===== src/rtl/rr_arbiter_if.sv =====
`default_nettype none
// ============================================================================
// Module     : rr_arbiter_if
// Description: Handshake bundle between N requesters, the round-robin arbiter
//              and one downstream consumer.
//              master : requester/consumer side (drives requests, out_ready)
//              slave  : arbiter side (drives in_ready and the output stage)
// Signals    : in_valid  [N]        per-requester request valid
//              in_data   [N][DATAW] payload, element i owned by requester i
//              in_ready  [N]        one-hot-or-zero accept strobe
//              out_valid            output stage holds a transfer
//              out_data  [DATAW]    registered payload
//              out_id    [IDW]      requester index owning out_data
//              out_ready            downstream accept
// Revision   : 1.0 - initial release
// ============================================================================
interface rr_arbiter_if #(
   parameter int DATAW = 32,
   parameter int N     = 4,
   parameter int IDW   = (N > 1) ? $clog2(N) : 1
);
   logic [N-1:0]            in_valid;
   logic [N-1:0][DATAW-1:0] in_data;
   logic [N-1:0]            in_ready;
   logic                    out_valid;
   logic [DATAW-1:0]        out_data;
   logic [IDW-1:0]          out_id;
   logic                    out_ready;

   modport master (
      output in_valid,
      output in_data,
      output out_ready,
      input  in_ready,
      input  out_valid,
      input  out_data,
      input  out_id
   );

   modport slave (
      input  in_valid,
      input  in_data,
      input  out_ready,
      output in_ready,
      output out_valid,
      output out_data,
      output out_id
   );
endinterface
`default_nettype wire


===== src/rtl/rr_arbiter.sv =====
`default_nettype none
// ============================================================================
// Module     : rr_arbiter
// Description: Round-robin arbiter sharing one downstream consumer between N
//              valid/ready requesters. One requester wins per accept, its data
//              is steered through an N:1 mux into a single-entry output stage.
//              Drain and refill may happen in the same cycle, so throughput is
//              one item per cycle while out_ready stays high.
// Ports      : clk   - rising-edge clock
//              rstn  - synchronous active-low reset
//              bus   - rr_arbiter_if.slave (requests in, registered item out)
// Revision   : 1.0 - initial release
// ============================================================================
module rr_arbiter #(
   parameter int DATAW = 32,
   parameter int N     = 4
) (
   input  logic         clk,
   input  logic         rstn,
   rr_arbiter_if.slave  bus
);

   localparam int IDW = (N > 1) ? $clog2(N) : 1;

   typedef enum logic [0:0] {
      EMPTY = 1'b0,
      FULL  = 1'b1
   } state_t;

   state_t             state;
   logic [IDW-1:0]     ptr;
   logic [DATAW-1:0]   data_q;
   logic [IDW-1:0]     id_q;

   logic               win_found;
   logic [IDW-1:0]     win_idx;
   logic [IDW-1:0]     ptr_next;
   logic [IDW:0]       cand;
   logic               can_accept;
   logic               accept;
   logic [N-1:0]       ready_vec;

   // ------------------------------------------------------------------------
   // Winner search: first valid requester starting at ptr, wrapping at N.
   // cand carries one extra bit so ptr+k never overflows before the wrap.
   // ------------------------------------------------------------------------
   always_comb begin
      win_found = 1'b0;
      win_idx   = '0;
      cand      = '0;
      for (int k = 0; k < N; k++) begin
         cand = {1'b0, ptr} + (IDW+1)'(k);
         if (cand >= (IDW+1)'(N)) begin
            cand = cand - (IDW+1)'(N);
         end
         if (!win_found && bus.in_valid[cand[IDW-1:0]]) begin
            win_found = 1'b1;
            win_idx   = cand[IDW-1:0];
         end
      end
   end

   // The output stage can take a new item when empty, or when the held item
   // leaves this same cycle.
   assign can_accept = (state == EMPTY) || bus.out_ready;
   assign accept     = rstn && can_accept && win_found;

   // Pointer moves one past the winner so it gets lowest priority next time.
   assign ptr_next = (win_idx == IDW'(N-1)) ? '0 : (win_idx + IDW'(1));

   always_comb begin
      ready_vec = '0;
      if (accept) begin
         ready_vec[win_idx] = 1'b1;
      end
   end

   assign bus.in_ready = ready_vec;

   // ------------------------------------------------------------------------
   // Output stage FSM
   // ------------------------------------------------------------------------
   always_ff @(posedge clk) begin
      if (!rstn) begin
         state  <= EMPTY;
         ptr    <= '0;
         data_q <= '0;
         id_q   <= '0;
      end else begin
         case (state)
            EMPTY: begin
               if (accept) begin
                  state  <= FULL;
                  data_q <= bus.in_data[win_idx];
                  id_q   <= win_idx;
                  ptr    <= ptr_next;
               end
            end
            FULL: begin
               if (accept) begin
                  // drain and refill in one cycle
                  data_q <= bus.in_data[win_idx];
                  id_q   <= win_idx;
                  ptr    <= ptr_next;
               end else if (bus.out_ready) begin
                  state <= EMPTY;
               end
            end
            default: begin
               state <= EMPTY;
            end
         endcase
      end
   end

   assign bus.out_valid = (state == FULL);
   assign bus.out_data  = data_q;
   assign bus.out_id    = id_q;

   // ------------------------------------------------------------------------
   // Protocol checks
   // ------------------------------------------------------------------------
   // A request that is not accepted must be held with unchanged data.
   for (genvar i = 0; i < N; i++) begin : g_contract
      a_hold_request : assert property (
         @(posedge clk) disable iff (!rstn)
         (bus.in_valid[i] && !bus.in_ready[i]) |=>
            (bus.in_valid[i] && $stable(bus.in_data[i]))
      );
   end

   // At most one accept strobe, and only towards a valid requester.
   a_ready_onehot : assert property (
      @(posedge clk)
      $onehot0(bus.in_ready) && ((bus.in_ready & ~bus.in_valid) == '0)
   );

endmodule
`default_nettype wire

===== src/flat_wrapper.sv =====
// flat-port wrapper written by rule: the top's interface ports become plain ports
module rr_arbiter_flat 
#(
   parameter int DATAW = 32,
   parameter int N     = 4
)
  (clk, rstn, bus_in_valid, bus_in_data, bus_out_ready, bus_in_ready, bus_out_valid, bus_out_data, bus_out_id);
  rr_arbiter_if #(.DATAW(DATAW), .N(N)) bus_i ();
  input  logic clk;
  input  logic rstn;
  input wire logic [$bits(bus_i.in_valid)-1:0] bus_in_valid;
  input wire logic [$bits(bus_i.in_data)-1:0] bus_in_data;
  input wire logic [$bits(bus_i.out_ready)-1:0] bus_out_ready;
  output wire logic [$bits(bus_i.in_ready)-1:0] bus_in_ready;
  output wire logic [$bits(bus_i.out_valid)-1:0] bus_out_valid;
  output wire logic [$bits(bus_i.out_data)-1:0] bus_out_data;
  output wire logic [$bits(bus_i.out_id)-1:0] bus_out_id;
  assign bus_i.in_valid = bus_in_valid;
  assign bus_i.in_data = bus_in_data;
  assign bus_i.out_ready = bus_out_ready;
  assign bus_in_ready = bus_i.in_ready;
  assign bus_out_valid = bus_i.out_valid;
  assign bus_out_data = bus_i.out_data;
  assign bus_out_id = bus_i.out_id;
  rr_arbiter #(.DATAW(DATAW), .N(N)) u_core (.clk(clk), .rstn(rstn), .bus(bus_i));
endmodule

===== config.mk =====
export PLATFORM = sky130hd
export DESIGN_NAME = rr_arbiter_flat
export DESIGN_NICKNAME = d
export VERILOG_FILES = /design/src/rtl/rr_arbiter_if.sv /design/src/rtl/rr_arbiter.sv /design/src/flat_wrapper.sv
export SDC_FILE = /design/constraint.sdc
export NUM_CORES = 1
export LEC_CHECK = 0
export ABC_AREA = 1
export ABC_CLOCK_PERIOD_IN_PS = 2300
export CAP_MARGIN = 0
export CORE_UTILIZATION = 41
export CTS_CLUSTER_SIZE = 25
export DETAILED_ROUTE_END_ITERATION = 6
export GPL_TIMING_DRIVEN = 0
export PLACE_DENSITY = 0.89
export SETUP_SLACK_MARGIN = 0.05
export SYNTH_ARGS = -nofsm -noshare
export SYNTH_HDL_FRONTEND = slang
export SYNTH_SLANG_ARGS = --single-unit

===== constraint.sdc =====
create_clock -name clk -period 2.3 [get_ports clk]
set_input_delay 0.46 -clock clk [delete_from_list [all_inputs] [get_ports clk]]
set_output_delay 0.46 -clock clk [all_outputs]
set_load 0.1 [all_outputs]

Word level (Yosys, flattened, before mapping)
Cells that the tools add are included.
{"block": "classes", "add_sub_neg": 8, "n_mul": 0, "div_mod_pow": 0, "magnitude_cmp": 10, "n_eq_ne": 1, "n_shift": 0, "n_mux": 33, "bitwise_logic": 1, "n_reduce_logical": 10}
{"op": "$bmux 32 s2", "count": 1}
{"op": "$mux 32", "count": 2}
{"op": "$mux 2", "count": 11}
{"op": "$lt 2x3->1 const B", "count": 5}
{"op": "$mux 1", "count": 12}
{"op": "$ge 3x3->1 const B", "count": 3}
{"op": "$bmux 1 s2", "count": 4}
{"op": "$sub 2x1->2 const B", "count": 4}
{"op": "$add 2x2->3 const B", "count": 2}
{"op": "$logic_and 1x1->1", "count": 6}
{"op": "$mux 4", "count": 1}
{"op": "$add 2x1->3 const B", "count": 1}
{"op": "$ge 2x3->1 const B", "count": 1}
{"op": "$logic_not 1->1", "count": 3}
{"op": "$add 2x1->2 const B", "count": 1}
{"op": "$demux 1 s2", "count": 1}
{"op": "$eq 2x2->1 const B", "count": 1}
{"op": "$ge 2x1->1 const B", "count": 1}
{"op": "$pmux 1 s2", "count": 1}
{"op": "$logic_or 1x1->1", "count": 1}
{"op": "$not 1->1", "count": 1}
{"block": "totals", "register_bits": 37, "latchBits": 0, "mem_bits_rw": 0, "romBits": 0, "input_bits": 135, "output_inout_bits": 39, "elab_cells": 67, "n_memories": 0}

Longest topological paths before layout
Gate-level depths: netlist of run 1.
{"block": "logic_depth", "depth_word": 19, "mapped_depth": 16, "mapped_depth_nobuf": 14}

Least setup slack after synthesis of run 1
OpenSTA, ideal clock, no wires.
{"block": "synth_timing", "path_type": "input-to-output", "start": "in bus_in_valid[3]", "end": "out bus_in_ready[1]", "arrival_ps": 3392, "required_time_ps": 1840, "slack_ps": -1552, "cell_stages": 11, "path_buffers": 2, "cell_sequence": "inv_1 > nand2_1 > nand3_1 > nand2_2 > clkinv_1 > nand2_1 > nand2_1 > nand3_2 > buf_6 > buf_6 > nor3_1"}
{"block": "synth_between", "elab_chain_cells": 17, "word_cells_on_any_way": 29, "classes_between": "2 x order compare; 19 x mux; 8 x reduce/logical"}
{"item": "from (decl)", "line": "flat_wrapper.sv:11", "rtl": "input wire logic [$bits(bus_i.in_valid)-1:0] bus_in_valid;"}
{"item": "$bmux 1 s2", "line": "rr_arbiter.sv:56", "rtl": "if (!win_found && bus.in_valid[cand[IDW-1:0]]) begin"}
{"item": "$mux 1 (implied by the code)", "line": "rr_arbiter.sv:56"}
{"item": "$mux 1", "line": "rr_arbiter.sv:56"}
{"item": "$logic_not 1->1", "line": "rr_arbiter.sv:56"}
{"item": "$logic_and 1x1->1", "line": "rr_arbiter.sv:56"}
{"item": "$mux 1", "line": "rr_arbiter.sv:56"}
{"item": "$logic_not 1->1", "line": "rr_arbiter.sv:56"}
{"item": "$logic_and 1x1->1", "line": "rr_arbiter.sv:56"}
{"item": "$mux 1", "line": "rr_arbiter.sv:56"}
{"item": "$logic_not 1->1", "line": "rr_arbiter.sv:56"}
{"item": "$logic_and 1x1->1", "line": "rr_arbiter.sv:56"}
{"item": "$mux 2", "line": "rr_arbiter.sv:56"}
{"item": "$lt 2x3->1 (implied by the code) / $ge 2x1->1 (equally long branches)", "line": "rr_arbiter.sv:74", "rtl": "ready_vec[win_idx] = 1'b1;"}
{"item": "$logic_and 1x1->1 (implied by the code)", "line": "rr_arbiter.sv:74"}
{"item": "$mux 1 (implied by the code)", "line": "rr_arbiter.sv:74"}
{"item": "$demux 1 s2"}
{"item": "$mux 4 *", "line": "rr_arbiter.sv:73", "rtl": "if (accept) begin"}
{"item": "to (decl)", "line": "flat_wrapper.sv:14", "rtl": "output wire logic [$bits(bus_i.in_ready)-1:0] bus_in_ready;"}
Every way passes the cells marked *; elsewhere a longest branch is shown, timed or not. The select of a mux whose other input is x is not followed.

Final worst setup path of run 1
{"block": "layout_timing", "start": "reg u_core.ptr[0]", "end": "out bus_in_ready[3]"}
{"block": "layout_between", "elab_chain_cells": 19, "word_cells_on_any_way": 44, "classes_between": "7 x add/sub; 6 x order compare; 23 x mux; 8 x reduce/logical"}
{"item": "from (decl)", "line": "rr_arbiter.sv:31", "rtl": "logic [IDW-1:0] ptr;"}
{"item": "from (signal assigned)", "line": "rr_arbiter.sv:96", "rtl": "ptr <= ptr_next;"}
{"item": "from (signal assigned)", "line": "rr_arbiter.sv:104", "rtl": "ptr <= ptr_next;"}
{"item": "branches (longest 18 deep; another with $add 2x1->3)"}
{"item": "$mux 4 *", "line": "rr_arbiter.sv:73"}
Every way passes the cells marked *. The select of a mux whose other input is x is not followed.

==> out/results.tsv, run 1 <==
metric	value	unit
fill_cells	638	
critical_path.cell_chain	buf_8, nand2_4, nand2_4, nand2_1, nand2_2, nor2_4, nand3_2, nand3_4, buf_8, ha_4, inv_2, nor2_4, buf_12	
status	finished with violations	
grt_pass1_vias	4785	
fmax	0.3955	GHz
max-cap-violations	0	
min_period	2.528	ns
stdcell_area	0.005988	mm2
syn_area_per_cell	5.426	um2
cts_tree	built	
fp-row-count	33	
drc	0	
worstPathArrival	2.07	ns
die_area	0.008949	mm2
cts-root-buf	clkbuf_8	
cts-htree-levels	2	
ant_nets	0	
setup_viol_count_final	4	
clock_path_buffers	2	
cp_max_fo	5	
drv_slew	0	
hp-class	flop to flop	
violations	setup timing	
die_w	94.60	um
ys_warn_count	0	
critPathKind	flop to output pin	
syn_nets	784	
setup_total_negative_slack	-0.8103	ns
grt_pass1_wl	21360	um
cts_buffers	5	
critPathLaunchType	flop	
relSlewSlack	32.61	%
grt_use_total	30.12	%
gp_congestion	0.8962	
ys_ff_latch	37	
cts.clk_slew.worst_paths	0.08	ns
ctsHoldBuffers	0	
setup_slack	-0.2284	ns
die_h	94.60	um
fp.coreArea	0.008258	mm2
dr.first_iter.drc_count	296	
drive_gt1_share	15.62	%
route.vias.total	4902	
antenna_found_initial	0	
synthesis.area	0.003516	mm2
worstSetupEndpointType	output pin	
grt-ovfl-total	0	
slowest_stage	dfxtp_4	
viasPerCell	5.160	
cts.sinks	37	
grt_max_degree	12	
finalClockSkew	0.005109	ns
synthCells	648	
tightest_slew	1.009	ns
post-route-period-util	109.9	%
num_antenna_cells	0	
dp_hpwl	9529	um
hold_viol_final	0	
critPathRequiredTime	1.84	ns
initial_utilization	42.58	%
synth_seq_area_share	21.07	%
ios	174	
area_growth	70.32	%
routed_wl	13460	um
slowest_delay	0.38	ns
place_area	0.005485	mm2
first_pass_iters	5	
numPortBuffers	172	
wl_per_cell	14.17	um
worstSkewPairLatency	0.29	ns
layout.nets	980	
rsz0062_at_grt	true	
ys_types	21	
## cell families after synthesis
family | synth area share (%)
AO/OA/AOI/OAI | 1.210
adder cells (fa/ha/maj) | 0.3558
buffers and inverters | 26.87
flip-flops | 21.07
AND/OR/NAND/NOR | 50.50
## state kept, by name, summed over array words and instances, names as in the netlist
signal and cells:
u_core.bus.out_data 32, u_core.bus.out_valid 1, u_core.bus.out_id 2, u_core.ptr 2
## synth_stat cells (all sizes together)
master | instances | area [um2]
nand4 | 64 | 400.4
nor3 | 1 | 5.000
inv | 175 | 656.9
nand3 | 107 | 570.5
nand2 | 200 | 758.2
o21ai | 3 | 15.01
nor2 | 9 | 41.29
buf | 40 | 261.5
a21oi | 3 | 15.01
a211oi | 1 | 12.51
clkinv | 1 | 3.750
dfxtp | 37 | 740.7
ha | 1 | 12.51
clkbuf | 6 | 22.52
## metrics by stage
step	util [%]	cells	hold slack, ns	setup slack (ns)
6_report	72.52	950	0.5273	-0.2284
5_1_grt	72.52	950	0.5734	-0.3225
4_1_cts	70.59	951	0.5282	-0.2051
3_5_place_dp	66.42	925	0.5155	-1.686
3_3_place_gp	66.42	925	0.5091	-1.600
2_1_floorplan	-	648	0.5415	-0.1580
## worst max-delay path, delay by kind of cell (launching register included)
| family | cells | cell delay [ns] |
|---|---|---|
| and+or+nand+nor | 8 | 0.79 |
| buffers and inverters | 4 | 0.49 |
| DFF | 1 | 0.38 |
| adders and majority gates | 1 | 0.12 |
## metal layers
layer | global-route usage (%) | vias up | share of wire (%)
met2 | 53.12 | 287 | 49
li1 | - | 2369 | -
met1 | 35.49 | 2208 | 39
met5 | 0 | - | 0
met4 | 12.50 | 0 | 2.5
met3 | 5.636 | 38 | 9.7
## worst paths after layout
kind	start	to	slack, ns	cells past startpoint
max	u_core.ptr[0]	bus_in_ready[3]	-0.23	13
min	u_core.bus.out_data[15]	u_core.bus.out_data[15]	0.53	4
max reg2reg	u_core.ptr[0]	u_core.bus.out_data[3]	0.22	16
min reg2reg	u_core.bus.out_data[15]	u_core.bus.out_data[15]	0.53	4
## cell usage in the layout (no fill, tap or decap)
master,Yosys,routed
clkbuf_8,0,6
inv_4,0,3
dlymetal6s2s_1,0,19
buf_6,7,8
clkbuf_1,6,5
nor2_1,8,2
nand2_2,3,20
nand2_4,0,7
a21oi_1,3,3
nand4_1,64,64
buf_12,0,4
inv_8,0,2
nor3_4,0,1
o21ai_0,3,2
clkdlybuf4s15_2,0,2
o21ai_1,0,1
dfxtp_1,37,35
clkinv_2,0,1
clkbuf_16,0,2
inv_2,4,4
inv_1,171,165
ha_4,0,1
nand3_2,2,6
clkdlybuf4s50_1,0,132
buf_2,26,20
nand3_1,103,97
nor2_2,0,3
buf_8,0,5
nand2_1,197,173
a211oi_2,1,1
dfxtp_4,0,2
clkbuf_2,0,1
inv_6,0,1
dlygate4sd2_1,0,15
buf_4,7,24
nand3_4,2,4
nor2_4,1,4
## area by class of cell
type | instances | area [um2] | area share, %
Sequential cell | 37 | 748.2 | 12.49
Multi-Input combinational cell | 389 | 2024 | 33.81
Buffer | 44 | 322.8 | 5.391
Inverter | 176 | 689.4 | 11.51
Timing Repair Buffer | 191 | 1961 | 32.74
Clock buffer | 8 | 111.4 | 1.860
Tap cell | 105 | 131.4 | 2.194
## what timing repair did
item / 4_1_cts / 5_1_grt
resized for setup: 82 / 55
pin swaps: 16 / 16
gates cloned: 1 / 1
endpoints found under the setup margin: 28 / 55
setup buffers: 18 / 1
Power of run 1 is not shown: default switching activity piles up to over one toggle a cycle in this logic, so the estimate is an artifact.
==> run 2, diff against run 1 <==
CORE_ASPECT_RATIO = 0.6   (was default)
CORE_UTILIZATION = 25   (was 41)
PLACE_DENSITY = 0.62   (was 0.89)
==> run 2 against run 1 <==
Net effect: the flow still finishes with violations (setup timing); sequential share of layout area decreased by 0.39 points; setup slack improved by 0.0065 ns; first-iteration DRC count increased by 6.1%; critical path type unchanged.
==> out/results.tsv, run 2 (same netlist as run 1, synthesis figures left out) <==
metric	value	unit	change
grt_max_degree	12		unchanged
endpoint	bus_in_ready[3]		
cts-root-buf	clkbuf_16		
dp_hpwl	11050	um	+16%
numPortBuffers	172		unchanged
worstSetupEndpointType	output pin		
hp-class	flop to flop		
wl_per_cell	14.52	um	+2.4%
r2r_end	u_core.bus.out_data[6]		
critPathKind	flop to output pin		
cts_buffers	5		unchanged
route.vias.total	4564		-6.9%
area_growth	75.84	%	
antenna_found_initial	0		unchanged
rsz0062_at_grt	true		
cp_max_fo	5		unchanged
drv_slew	0		unchanged
clock_path_buffers	2		unchanged
max-cap-violations	0		unchanged
cts.sinks	37		unchanged
critPathLaunchType	flop		
die_h	93.86	um	-0.78%
num_antenna_cells	0		unchanged
fmax	0.3965	GHz	+0.26%
drive_gt1_share	16.01	%	+0.39 points
first_pass_iters	4		-1
dr.first_iter.drc_count	314		+6.1%
die_area	0.01456	mm2	+63%
fp-row-count	33		unchanged
critPathLaunch	u_core.ptr[0]		
status	finished with violations		
grt_pass1_vias	4373		-8.6%
setup_viol_count_final	4		unchanged
post-route-period-util	109.6	%	-0.28 points
critPathRequiredTime	1.84	ns	about the same
drc	0		unchanged
largest_reg_flops	32		unchanged
routed_wl	15020	um	+12%
setup_slack	-0.2219	ns	+0.006516 ns
grt_use_total	20.59	%	-9.5 points
relSlewSlack	32.07	%	-0.54 points
rrSetupSlack	0.15	ns	-0.07 ns
ios	174		unchanged
initial_utilization	25.65	%	-17 points
grt_pass1_wl	23030	um	+7.9%
grt-ovfl-total	0		unchanged
layout.nets	978		-0.20%
tightest_slew	1.017	ns	+0.008130 ns
most-common-layout-cells	nand2_1, inv_1, clkdlybuf4s50_1		
cts-htree-levels	2		unchanged
worstPathArrival	2.06	ns	about the same
cts_tree	built		
worstSkewPairLatency	0.28	ns	about the same
cts.clk_slew.worst_paths	0.06	ns	-0.02 ns
ff2ff_path_depth	15		-1
fp.coreArea	0.01371	mm2	+66%
finalClockSkew	0.007765	ns	+0.002656 ns
r2r-start	u_core.ptr[0]		
ant_nets	0		unchanged
gp_congestion	0.8923		-0.44%
die_w	155.1	um	+64%
final_common_cell	nand2_1		
fill_cells	1487		+130%
min_period	2.522	ns	-0.006516 ns
viasPerCell	4.410		-15%
ctsHoldBuffers	0		unchanged
hold_viol_final	0		unchanged
violations	setup timing		
holdWs	0.5182	ns	-0.009066 ns
-- run 2: cell count changes in the layout (fill, tap and decap cells not counted), moves of 3 or more --
cell,delta
buf_2,-3
clkbuf_16,+3
clkbuf_8,-3
clkbuf_4,+3
buf_4,-4
clkdlybuf4s50_1,+7
nand2_4,+4
nand2_2,-3
dlygate4sd2_1,-6
-- run 2: cell type report --
type	count	area [um2]	share of cell area, %
buffer	44	341.6	5.525
clock buffer	7	152.6	2.469
clock inverter	1	5.005	0.08096
inverter	176	703.2	11.37
multi-input combinational	389	2053	33.21
sequential	37	748.2	12.10
tap	192	240.2	3.886
timing repair buffer	189	1938	31.35
-- run 2: repair_timing --
action	CTS	global route
setup endpoints to repair	39	53
gates resized for setup	105	41
pin swaps	13	15
setup buffers	16	4
gates cloned	1	0
-- run 2: routing by layer --
metal	track usage, %	wire length, um	up-vias
met5	0	0	-
met4	2.393	36	0
li1	-	-	2366
met1	28.60	7426	2006
met2	32.06	6124	190
met3	5.996	1436	2
-- run 2: worst min path at each step --
stage,end,from,cells past startpoint
2_1_floorplan,u_core.ptr[1],u_core.ptr[1],2
3_3_place_gp,u_core.bus.out_id[1],u_core.bus.out_id[1],2
3_5_place_dp,u_core.bus.out_id[1],u_core.bus.out_id[1],2
4_1_cts,u_core.bus.out_id[1],u_core.bus.out_id[1],2
5_1_grt,u_core.bus.out_id[1],u_core.bus.out_id[1],2
6_report,u_core.bus.out_id[1],u_core.bus.out_id[1],2
-- run 2: critical path, cell delays in order (launching register included) --
cell     delay [ns]
dfxtp_4        0.38
buf_8          0.15
nand2_4        0.07
nand2_4        0.07
nand2_2        0.07
nand2_2        0.06
nand2_2        0.09
nand2_2        0.08
nand2_4        0.07
nand3_4        0.08
buf_8          0.14
inv_2          0.06
ha_4           0.12
inv_2          0.04
nor2_4         0.10
buf_12         0.18
-- run 2: metrics by stage --
| step | util (%) | setup TNS [ns] | cell area (um2) | instances | setup WS, ns |
|---|---|---|---|---|---|
| global route | 45.10 | -1.130 | 6182 | 1035 | -0.3189 |
| global placement | 40.81 | -16.34 | 5594 | 1012 | -1.678 |
| floorplan | - | -0.3889 | 3632 | 648 | -0.1580 |
| finish | 45.10 | -0.7443 | 6182 | 1035 | -0.2219 |
| detailed placement | 40.81 | -16.67 | 5594 | 1012 | -1.672 |
| CTS | 44.15 | -0.7778 | 6052 | 1034 | -0.2270 |
Power of run 2 is left out for the same reason.
==> run 3, diff against run 2 <==
ABC_CLOCK_PERIOD_IN_PS = default   (was 2300)
SETUP_SLACK_MARGIN = 0.5   (was 0.05)
SKIP_LAST_GASP = 1   (was default)
==> run 3 against run 2 <==
Net effect: the run still ends with setup timing left; design area grew 3.6%; maximum frequency shrank 2.0%; cell count grew 0.68%; sequential share of layout area shrank 0.40 points; critical path depth grew 1; global-route usage grew 0.41 points; utilization grew 1.6 points; routed wire length grew 1.9%; first-iteration DRC count shrank 18%; highest routed layer unchanged.
==> out/results.tsv, run 3 (same netlist as run 1, synthesis figures left out) <==
metric	value	unit	change
setup_viol_count_final	32		+28
rsz0062_at_grt	true		
gr-usage-met2	31.64	%	-0.41 points
critical_path.top_delay_family	simple AND/OR/NAND/NOR gates		
grtUsageMet3	6.688	%	+0.69 points
clock_path_buffers	2		unchanged
min_period	2.574	ns	+0.05247 ns
critPathKind	flop to output pin		
critPathLaunchType	flop		
r2r-start	u_core.ptr[0]		
initial_utilization	25.65	%	unchanged
finalClockSkew	0.01053	ns	+0.002765 ns
fill_cells	1479		-0.54%
area_growth	82.14	%	
endpoint	bus_in_ready[3]		
tightest_slew	0.5737	ns	-0.4437 ns
first_pass_iters	4		unchanged
met1_usage	29.44	%	+0.83 points
critPathLaunch	u_core.ptr[0]		
num_antenna_cells	0		unchanged
relSlewSlack	61.93	%	+30 points
gp_congestion	0.8646		-3.1%
final_common_cell	nand2_1		
most-common-layout-cells	nand2_1, inv_1, clkdlybuf4s50_1		
die_w	155.1	um	unchanged
max-cap-violations	0		unchanged
rrSetupSlack	-0.09	ns	-0.24 ns
worstSkewPairLatency	0.29	ns	about the same
crit_top_cell	nand2_2		
grt-busiest-layer	met2		
post-route-period-util	111.9	%	+2.3 points
cts_tree	built		
slowest_delay	0.37	ns	about the same
cts_buffers	5		unchanged
die_area	0.01456	mm2	unchanged
hold_viol_final	0		unchanged
ant_nets	0		unchanged
cp_max_fo	5		unchanged
routed_wl	15310	um	+1.9%
fmax	0.3884	GHz	-2.0%
numPortBuffers	172		unchanged
grt_use_total	21.01	%	+0.41 points
drv_slew	0		unchanged
worst-path-stages	16		+1
grt_pass1_vias	4262		-2.5%
fp-row-count	33		unchanged
setup_slack	-0.2744	ns	-0.05247 ns
drc	0		unchanged
cts.clk_slew.worst_paths	0.07	ns	about the same
die_h	93.86	um	unchanged
grt_max_degree	14		+2
hp-class	flop to flop		
cts-htree-levels	2		unchanged
route.vias.total	4642		+1.7%
setup_total_negative_slack	-2.184	ns	-1.440 ns
antenna_found_initial	0		unchanged
place_ws	-1.673	ns	-0.001070 ns
cts.sinks	37		unchanged
fp.coreArea	0.01371	mm2	unchanged
grt_pass1_wl	23420	um	+1.7%
violations	setup timing		
cts-root-buf	clkbuf_16		
ios	174		unchanged
ff2ff_path_depth	17		+2
dp_hpwl	11040	um	about the same
viasPerCell	4.455		+1.0%
wl_per_cell	14.70	um	+1.2%
worstPathArrival	2.11	ns	+0.05 ns
worstSetupEndpointType	output pin		
r2r_end	u_core.bus.out_data[2]		
status	finished with violations		
critPathRequiredTime	1.84	ns	about the same
drive_gt1_share	21.18	%	+5.2 points
critical_path.cell_chain	buf_6, nand2_2, nand2_4, nand2_2, nand2_2, nand2_4, nand2_2, nand2_2, nand3_4, buf_8, buf_8, inv_4, ha_4, inv_2, nor2_4, buf_12		
slowest_stage	dfxtp_4		
cp.buffers_inverters	6		+1
layout.nets	985		+0.72%
grt-ovfl-total	0		unchanged
largest_reg_flops	32		unchanged
dr.first_iter.drc_count	257		-18%
[run 3: changes by cell type in the layout (fill, tap and decap cells not counted), moves of 4 or more]
cell,delta
bufbuf_16,+5
buf_2,-4
buf_4,+7
clkdlybuf4s15_2,+34
nand3_1,-7
nand3_2,+7
dlymetal6s2s_1,-17
clkdlybuf4s50_1,-10
dlygate4sd2_1,-7
[run 3: layer usage]
| layer | vias to the layer above | wire [um] |
|---|---|---|
| met3 | 6 | 1627 |
| li1 | 2380 | - |
| met1 | 2048 | 7503 |
| met4 | 0 | 56 |
| met5 | - | 0 |
| met2 | 208 | 6127 |
[run 3: worst min path at each step]
stage | from | to | cells after the start
floorplan | u_core.ptr[1] | u_core.ptr[1] | 2
global placement | u_core.bus.out_data[20] | u_core.bus.out_data[20] | 4
detailed placement | u_core.bus.out_data[6] | u_core.bus.out_data[6] | 4
CTS | u_core.bus.out_data[15] | u_core.bus.out_data[15] | 4
global route | u_core.bus.out_data[13] | u_core.bus.out_data[13] | 4
finish | u_core.bus.out_data[11] | u_core.bus.out_data[11] | 4
[run 3: metrics by stage]
step	util, %	std cells	hold slack [ns]	instance area [um2]
3_5_place_dp	40.87	1012	0.5150	5603
3_3_place_gp	40.87	1012	0.5126	5603
2_1_floorplan	-	648	0.5422	3641
6_report	46.71	1042	0.5220	6404
4_1_cts	45.93	1040	0.5257	6296
5_1_grt	46.71	1042	0.5540	6404
[run 3: cell type report]
class                           count  area (um2)  area share, %
Tap cell                          192       240.2          3.751
Clock buffer                        5       125.1          1.954
Inverter                          176       695.7          10.86
Buffer                             46       395.4          6.174
Clock inverter                      3       21.27         0.3322
Sequential cell                    37       749.5          11.70
Multi-Input combinational cell    389        2071          32.34
Timing Repair Buffer              194        2106          32.88
[run 3: worst min-delay path: stages, from the launching register on]
cell	delay [ns]
dfxtp_1	0.30
nand2_1	0.05
nand2_1	0.04
nand2_1	0.06
inv_1	0.03
[run 3: repair_timing]
action | CTS | global route
buffers inserted | 14 | 2
cloned | 6 | 0
gates resized for setup | 207 | 26
pin swaps | 19 | 20
endpoints found under the setup margin | 76 | 41
hold buffers | 0 | 0
Power of run 3 is left out for the same reason.
